==> src/rtl/word_uart_pkg.sv <==
// Shared types, sizing helpers and parameter-legality checks for the word-to-UART serializer.
package word_uart_pkg;

    typedef enum logic [1:0] {IDLE, SEND, WAIT, GAP} state_t;

    localparam int GAP_W   = 8;
    localparam int MAX_GAP = 255;

    function automatic int nbytes(input int word_w);
        return word_w / 8;
    endfunction

    function automatic int cnt_width(input int word_w);
        return $clog2(nbytes(word_w) + 1);
    endfunction

    function automatic bit word_w_ok(input int word_w);
        return (word_w % 8 == 0) && (word_w >= 8) && (word_w <= 64);
    endfunction

    function automatic bit gap_ok(input int gap);
        return (gap >= 0) && (gap <= MAX_GAP);
    endfunction

endpackage

==> src/rtl/word_hold_buf.sv <==
// One-entry holding register for the word queued behind the active one.
module word_hold_buf #(
    parameter int W = 32
) (
    input  logic         clk,
    input  logic         reset,
    input  logic         wr_en,
    input  logic [W-1:0] wr_data,
    input  logic         rd_en,
    output logic         full,
    output logic [W-1:0] data
);

    // A write in the same cycle as a read refills the entry, so it stays full.
    always_ff @(posedge clk) begin
        if (reset) begin
            full <= 1'b0;
            data <= '0;
        end else if (wr_en) begin
            full <= 1'b1;
            data <= wr_data;
        end else if (rd_en) begin
            full <= 1'b0;
        end
    end

endmodule

==> src/rtl/word_uart_serializer.sv <==
// Splits WORD_W-bit words into bytes for a UART TX, one tx_en pulse per byte,
// pacing on tx_done with an optional idle gap between bytes.
module word_uart_serializer
    import word_uart_pkg::*;
#(
    parameter int WORD_W     = 32,
    parameter bit MSB_FIRST  = 1'b1,
    parameter int GAP_CYCLES = 0
) (
    input  logic              sys_clk,
    input  logic              reset,
    input  logic [WORD_W-1:0] in_word,
    input  logic              in_valid,
    output logic              in_ready,
    input  logic              tx_done,
    output logic [7:0]        out_8,
    output logic              tx_en,
    output logic              busy,
    output logic              word_done
);

    localparam int NB = nbytes(WORD_W);
    localparam int CW = cnt_width(WORD_W);
    localparam logic [CW-1:0]    NB_C     = CW'(NB);
    localparam logic [CW-1:0]    ONE_C    = CW'(1);
    localparam logic [GAP_W-1:0] GAP_LAST = GAP_W'((GAP_CYCLES > 0) ? GAP_CYCLES - 1 : 0);

    if (!word_w_ok(WORD_W)) begin : g_bad_word_w
        $error("WORD_W must be a multiple of 8 in 8..64");
    end
    if (!gap_ok(GAP_CYCLES)) begin : g_bad_gap
        $error("GAP_CYCLES must be in 0..255");
    end

    function automatic logic [7:0] head(input logic [WORD_W-1:0] v);
        return MSB_FIRST ? v[WORD_W-1 -: 8] : v[7:0];
    endfunction

    function automatic logic [WORD_W-1:0] shift8(input logic [WORD_W-1:0] v);
        return MSB_FIRST ? (v << 8) : (v >> 8);
    endfunction

    state_t            state;
    logic [WORD_W-1:0] shreg;
    logic [CW-1:0]     bcnt;
    logic [GAP_W-1:0]  gcnt;

    logic              pend_full;
    logic [WORD_W-1:0] pend_word;
    logic              accept, last_done, take_pend, take_in, pend_wr;
    logic [WORD_W-1:0] next_word;

    assign in_ready  = !pend_full && !reset;
    assign accept    = in_valid && in_ready;
    assign last_done = (state == WAIT) && tx_done && (bcnt == ONE_C);
    assign take_pend = last_done && pend_full;
    // A word arriving as the last byte finishes with nothing pending goes straight to active.
    assign take_in   = accept && ((state == IDLE) || (last_done && !pend_full));
    assign pend_wr   = accept && !take_in;
    assign next_word = take_pend ? pend_word : in_word;

    word_hold_buf #(.W(WORD_W)) u_pend (
        .clk     (sys_clk),
        .reset   (reset),
        .wr_en   (pend_wr),
        .wr_data (in_word),
        .rd_en   (take_pend),
        .full    (pend_full),
        .data    (pend_word)
    );

    always_ff @(posedge sys_clk) begin
        if (reset) begin
            state     <= IDLE;
            shreg     <= '0;
            bcnt      <= '0;
            gcnt      <= '0;
            out_8     <= '0;
            tx_en     <= 1'b0;
            busy      <= 1'b0;
            word_done <= 1'b0;
        end else begin
            tx_en     <= 1'b0;
            word_done <= 1'b0;
            busy      <= accept || pend_full || (state != IDLE);
            case (state)
                IDLE: begin
                    if (take_in) begin
                        shreg <= next_word;
                        bcnt  <= NB_C;
                        out_8 <= head(next_word);
                        tx_en <= 1'b1;
                        state <= SEND;
                    end
                end
                SEND: state <= WAIT;
                WAIT: begin
                    if (last_done) begin
                        word_done <= 1'b1;
                        if (take_pend || take_in) begin
                            shreg <= next_word;
                            bcnt  <= NB_C;
                            out_8 <= head(next_word);
                            tx_en <= 1'b1;
                            state <= SEND;
                        end else begin
                            bcnt  <= '0;
                            state <= IDLE;
                        end
                    end else if (tx_done) begin
                        bcnt  <= bcnt - 1'b1;
                        shreg <= shift8(shreg);
                        if (GAP_CYCLES == 0) begin
                            out_8 <= head(shift8(shreg));
                            tx_en <= 1'b1;
                            state <= SEND;
                        end else begin
                            gcnt  <= '0;
                            state <= GAP;
                        end
                    end
                end
                GAP: begin
                    // out_8 keeps the previous byte until the next SEND.
                    if (gcnt == GAP_LAST) begin
                        out_8 <= head(shreg);
                        tx_en <= 1'b1;
                        state <= SEND;
                    end else begin
                        gcnt <= gcnt + 1'b1;
                    end
                end
                default: state <= IDLE;
            endcase
        end
    end

endmodule

==> config.mk <==
export PLATFORM = sky130hd
export DESIGN_NAME = word_uart_serializer
export DESIGN_NICKNAME = d
export VERILOG_FILES = /design/src/rtl/word_uart_pkg.sv /design/src/rtl/word_hold_buf.sv /design/src/rtl/word_uart_serializer.sv
export SDC_FILE = /design/constraint.sdc
export NUM_CORES = 1
export LEC_CHECK = 0
export ABC_CLOCK_PERIOD_IN_PS = 4800
export BUFFER_PORTS_ARGS = -buffer_cell sky130_fd_sc_hd__buf_4
export CAP_MARGIN = 10
export CORE_UTILIZATION = 50
export CTS_CLUSTER_DIAMETER = 80
export DETAILED_ROUTE_END_ITERATION = 8
export PLACE_DENSITY = 0.76
export SKIP_CTS_REPAIR_TIMING = 1
export SLEW_MARGIN = 20
export SYNTH_ARGS = -nofsm -noshare
export SYNTH_HDL_FRONTEND = slang
export SYNTH_SLANG_ARGS = --single-unit
==> constraint.sdc <==
create_clock -name sys_clk -period 4.8 [get_ports sys_clk]
set_input_delay 0.48 -clock sys_clk [delete_from_list [all_inputs] [get_ports sys_clk]]
set_output_delay 0.48 -clock sys_clk [all_outputs]
set_load 0.005 [all_outputs]
# After elaboration in Yosys (flattened, before gate mapping)
# Cells that the tools add are included.
[totals]
mem_bits_ro = 0
latch_bits = 0
wordCells = 81
register_bits = 89
mem_count = 0
out_inout_bits = 12
mem_bits_rw = 0
[op_classes]
n_addsub = 2
n_reduce_logical = 27
div_mod_pow = 0
multipliers = 0
bitwise_logic = 2
mux = 32
n_lt_le_gt_ge = 0
shift = 0
eq_ne = 8
[ops]
columns = ["operator", "count"]
rows = [
  ["32-bit 2-to-1 mux", 5],
  ["32-bit one-hot mux with 2 select lines", 1],
  ["8-bit 2-to-1 mux", 5],
  ["8-bit one-hot mux with 3 select lines", 1],
  ["3-bit 2-to-1 mux", 4],
  ["1-bit 2-to-1 mux", 9],
  ["8-bit by 1-bit adder with 8-bit output (second input constant)", 1],
  ["1-bit logical AND", 8],
  ["8-bit logical NOT", 1],
  ["2-bit 2-to-1 mux", 4],
  ["2-bit one-hot mux with 4 select lines", 1],
  ["3-bit one-hot mux with 2 select lines", 1],
  ["3-bit AND reduction", 2],
  ["2-bit nonzero test", 3],
  ["5-bit AND reduction", 1],
  ["2-bit equality test (second input constant)", 2],
  ["1-bit logical OR", 4],
  ["2-bit inequality test (second input constant)", 2],
  ["4-bit AND reduction", 1],
  ["3-bit by 1-bit equality test with 1-bit output (second input constant)", 1],
  ["1-bit logical NOT", 3],
  ["3-bit by 2-bit inequality test with 1-bit output (second input constant)", 1],
  ["3-bit inequality test (second input constant)", 1],
  ["1-bit one-hot mux with 3 select lines", 1],
  ["7 further kinds", 8],
]

# Longest topological paths before layout
[depth]
ltp_word = 10
mapped_depth = 8
depth_no_buf = 6

# Hierarchy
# From an unflattened synthesis, not the netlist that was laid out.
[unflattened]
hier_cells = 465
hier_area_um2 = 4132.7
[modules_own_cells]
columns = ["mod", "cells_each", "instances", "seq_area_each_um2", "area_each_um2"]
rows = [
  ["word_uart_serializer", 357, 1, 1121.1, 2927.8],
  ["word_hold_buf", 108, 1, 660.6, 1204.9],
]

# Least setup slack after synthesis
# OpenSTA, ideal clock, no wires.
[synth_path]
path_type = "input-to-output"
startpoint = "input reset"
endpoint = "output in_ready"
path_slack_ns = 2.795
cell_stages = 5
t_arrival_ns = 1.525
n_path_buf = 4
path_cell_list = "buf_6 -> clkbuf_1 -> buf_1 -> buf_1 -> nor2_1"
[synth_between]
elab_chain_cells = 2
[synth_lines]
columns = ["item", "line", "source"]
rows = [
  ["start, declared", "word_uart_serializer.sv:11", "input logic reset,"],
  ["1-bit logical NOT", "word_uart_serializer.sv:53", "assign in_ready = !pend_full && !reset;"],
  ["1-bit logical AND", "word_uart_serializer.sv:53", ""],
  ["end, declared", "word_uart_serializer.sv:14", "output logic in_ready,"],
]
# Every way passes these cells.

# Final worst setup path
[layout_path]
startpoint = "register bcnt[0]"
endpoint = "register out_8[2]"
[layout_between]
elab_chain_cells = 8
word_cells_on_any_way = 16
cone_classes = "4 x eq/ne; 5 x mux; 7 x reduce/logical"
[layout_lines]
columns = ["item", "line", "source"]
rows = [
  ["start, declared", "word_uart_serializer.sv:45", "logic [CW-1:0] bcnt;"],
  ["start signal, assigned", "word_uart_serializer.sv:111", "bcnt <= bcnt - 1'b1;"],
  ["3-bit by 1-bit equality test with 1-bit output *", "word_uart_serializer.sv:55", "assign last_done = (state == WAIT) && tx_done && (bcnt == ONE_C);"],
  ["1-bit logical AND *", "word_uart_serializer.sv:55", ""],
  ["1-bit logical AND", "word_uart_serializer.sv:58", "assign take_in = accept && ((state == IDLE) || (last_done && !pend_full));"],
  ["1-bit logical OR", "word_uart_serializer.sv:58", ""],
  ["1-bit logical AND", "word_uart_serializer.sv:58", ""],
  ["1-bit logical OR", "word_uart_serializer.sv:100", "if (take_pend || take_in) begin"],
  ["3-bit by 2-bit inequality test with 1-bit output (no line)", "-", ""],
  ["5-bit AND reduction (no line)", "-", ""],
  ["end signal, assigned", "word_uart_serializer.sv:103", "out_8 <= head(next_word);"],
  ["end signal, assigned", "word_uart_serializer.sv:114", "out_8 <= head(shift8(shreg));"],
  ["end signal, assigned", "word_uart_serializer.sv:126", "out_8 <= head(shreg);"],
  ["end, declared", "word_uart_serializer.sv:16", "output logic [7:0] out_8,"],
]
# Mark *: on every way between the ends. The rest lies on a longest branch, timed or not. The select of a mux whose other input is x is not followed.
# A chain may end at the register's enable or synchronous reset.

==> key figures <==
Routing
  – Vias: 3995
  – WL per Instance: 16.94 um
  – Residual DRC: 0
  – Post-route ant nets: 0
  – TritonRoute pass-1 iters: 6
  – Drt total wl: 10780 um
  – Initial DRC Count: 261
  – Via-to-Cell Ratio: 6.281

Worst setup path
  – R2R cell count: 5
  – Slowest cell delay on critical path: 0.75 ns
  – CP Data Required Time: 5.06 ns
  – Startpoint Class: register
  – R2R setup slack: 2.07 ns
  – Kind of cell with the highest combined delay on the critical path: compound AO/OA/AOI/OAI gates
  – CP max stage cell: nand4bb_1
  – Chain of cells forming the critical path: ha_1 -> nand4bb_1 -> o21ai_2 -> a222oi_1 -> a311oi_1
  – Critical-path maximum fanout: 19
  – CP Class: register to register
  – Crit. End Element: register
  – WP depth: 5
  – Arrival time worst endpoint: 2.99 ns
  – Worst Path Buf+Inv: 0

Power
  – Net Switching: 0.4486 mW
  – Leak pwr: 1.652 nW
  – Switching Share: 27.99%
  – Combinational share of power: 16.7%
  – Seq pwr share: 50.9%
  – Clock network power share: 32.4%
  – Peak supply drop: 134.0 uV
  – Internal power: 1.154 mW
  – Power density over the cells: 333.9 nW/um2

Timing
  – Final WS setup: 2.069 ns
  – Measured slew at the worst slew-check pin: 1.021 ns
  – Final Hold Fails: 0
  – Worst slew margin: 31.90%
  – Tcrit/Tclk final: 56.89%
  – RSZ-0062 raised after global routing: no
  – Period minus WS final: 2.731 ns
  – Fmax: 0.3662 GHz
  – # setup viols final: 0
  – Final Skew: 0.008800 ns
  – Setup tns final: 0 ns
  – Max Slew Vio Count: 0
  – Min Hold Slack: 0.3603 ns

Clock network
  – Reg clk slew, reported paths: 0.08 ns
  – Root buffer cell: clkbuf_8
  – Worst skew pair latency: 0.36 ns
  – CTS Buffer Depth: 2
  – Clock H-tree levels: 3
  – CTS buffer count: 9
  – TritonCTS clock tree: yes
  – Clk sinks: 89

Logic synthesis
  – Most used DFF post-synth: dfxtp_1
  – Synth Cell Area: 4374 um2
  – Top-area cell type share of the netlist area: 40.73%
  – #FFs+latches synth: 89
  – Top cells by area, synth: dfxtp_1 41%, nand2_1 7.0%, a21oi_1 4.2%
  – Ys async rst share: 0%
  – Synth Area in Adders: 1.144%
  – Area leader, netlist: dfxtp_1
  – Mapped Nets: 554
  – Number of synthesized flops with an enable pin: 0
  – Post-Synth Simple-Gate Area: 22.05%
  – Seq/Total Area, Yosys: 40.73%
  – Complex-gate fraction of the synthesized area: 26.09%
  – Synth Area per Inst: 8.510 um2
  – Yosys cell types: 58
  – Mux cell area share after synthesis: 0.2288%
  – XOR/XNOR Fraction of Synth Area: 1.201%
  – Largest family of logic cells by synthesized area: compound AO/OA/AOI/OAI gates
  – Gate Count Post-Synth: 514
  – Yosys warning total: 0

Hold path
  – Hold Crit Class: primary input to register
  – Hold Crit Depth: 2

Floorplan
  – Die width: 95.53 um
  – Row cnt: 33
  – IO Pins: 48
  – Die area: 9126 um2
  – Die Y: 95.53 um
  – Core area: 8341 um2
  – Initial Util: 52.45%

Cells and area
  – Area grow syn2layout: 9.754%
  – Antenna diodes: 0
  – Fin cells: 636
  – Cell area after layout: 4801 um2
  – Layout cells sized above 1: 16.01%
  – Fill count: 761
  – Nets@finish: 567

Placed design
  – Placer Congestion: 0.9074
  – Placed insts: 621
  – Detail Placement HPWL: 7207 um
  – I/O Buffers: 47
  – Placed cell area: 4601 um2
  – Dpl ws: 1.986 ns

Global routing
  – Largest net degree at the start of global routing: 81
  – First-pass GRT wire length: 17800 um
  – Grt ovf: 0
  – Vias in the first global route: 3690
  – Antenna violations before repair: 0
  – All-Layer GR Usage: 24.95%

Run status
  – Status: completed

Run
  – Max Cap Viol: 0
final timing paths:
kind	from	end
max	bcnt[0]	out_8[2]
min	in_word[2]	shreg[2]
max reg2reg	bcnt[0]	out_8[2]
min reg2reg	u_pend.data[12]	u_pend.data[12]
cells by family after synthesis:
group,Yosys count
AOI/OAI and AO/OA,148
muxes,1
adders and majority gates,4
and+or+nand+nor,193
buffers and inverters,73
DFF,89
xor gates and xnor gates,6
layer usage:
metal  routed length (um)  vias up  global-route usage [%]
li1                     -     1927                       -
met1                 4809     1873                   32.66
met2                 5080      173                   40.54
met3                  657       22                   3.429
met4                  229        0                   11.57
met5                    0        -                       0
cell usage in the layout (no fill, tap or decap), drive strengths merged, types with 2 or more instances in the layout:
cell and count:
nand3 27, inv 25, nor3 13, buf 50, a221o 8, a221oi 7, a222oi 8, clkbuf 12
nand2 81, o32ai 10, a31oi 19, nor2 25, nand3b 2, a21oi 37, and3 10, o21ai 9
clkinv 2, ha 4, xor2 5, o211ai 6, and2 3, a41o 2, dfxtp 89, nor4 2
a311oi 9, a211oi 10, a22o 6, nand2b 2, nand4 20, a31o 8
registers in the layout, indices dropped and copies added, names as in the netlist:
register	count
state	2
u_pend.full	1
u_pend.data	32
shreg	32
tx_en	1
out_8	8
gcnt	8
bcnt	3
busy	1
word_done	1
layout make-up:
cell class / instances / area, um2 / area share, %
clock buffer: 12 / 155.1 / 3.232
clock inverter: 3 / 40.04 / 0.8340
multi-input combinational: 352 / 2223 / 46.31
sequential: 89 / 1782 / 37.11
tap: 105 / 131.4 / 2.737
timing repair buffer: 50 / 375.4 / 7.819
inverter: 25 / 93.84 / 1.955
cell usage after synthesis, types with 7 or more instances:
cell,instances
a211oi_1,10
nor3_1,12
buf_2,14
a222oi_1,8
a31o_2,8
o21ai_0,8
dfxtp_1,89
nand4_1,20
buf_6,10
a311oi_1,9
a31oi_1,19
clkbuf_1,19
nand2_1,81
nor2_1,24
a221o_1,8
and3_1,10
nand3_1,26
o32ai_1,10
a221oi_1,7
a21oi_1,37
inv_1,25
power groups by stage:
stage               sequential, mW  combinational, mW  clock, mW
CTS                          0.815              0.264      0.522
floorplan                    0.819              0.193          0
finish                       0.816              0.267      0.519
detailed placement           0.832              0.261          0
global placement             0.830              0.256          0
global route                 0.823              0.294      0.554
worst register-to-register path: cells and delay by family, from the launching register on:
kind,cells,cell delay (ns)
simple gates,1,0.75
fa+ha+maj,1,0.32
flops,1,0.39
compound gates,3,1.17
stage by stage:
stage	power, mW	util [%]
2_1_floorplan	1.012	-
3_3_place_gp	1.086	55.16
3_5_place_dp	1.093	55.16
4_1_cts	1.601	57.50
5_1_grt	1.671	57.56
6_report	1.603	57.56
No activity file was read; power rests on OpenSTA's default activity.
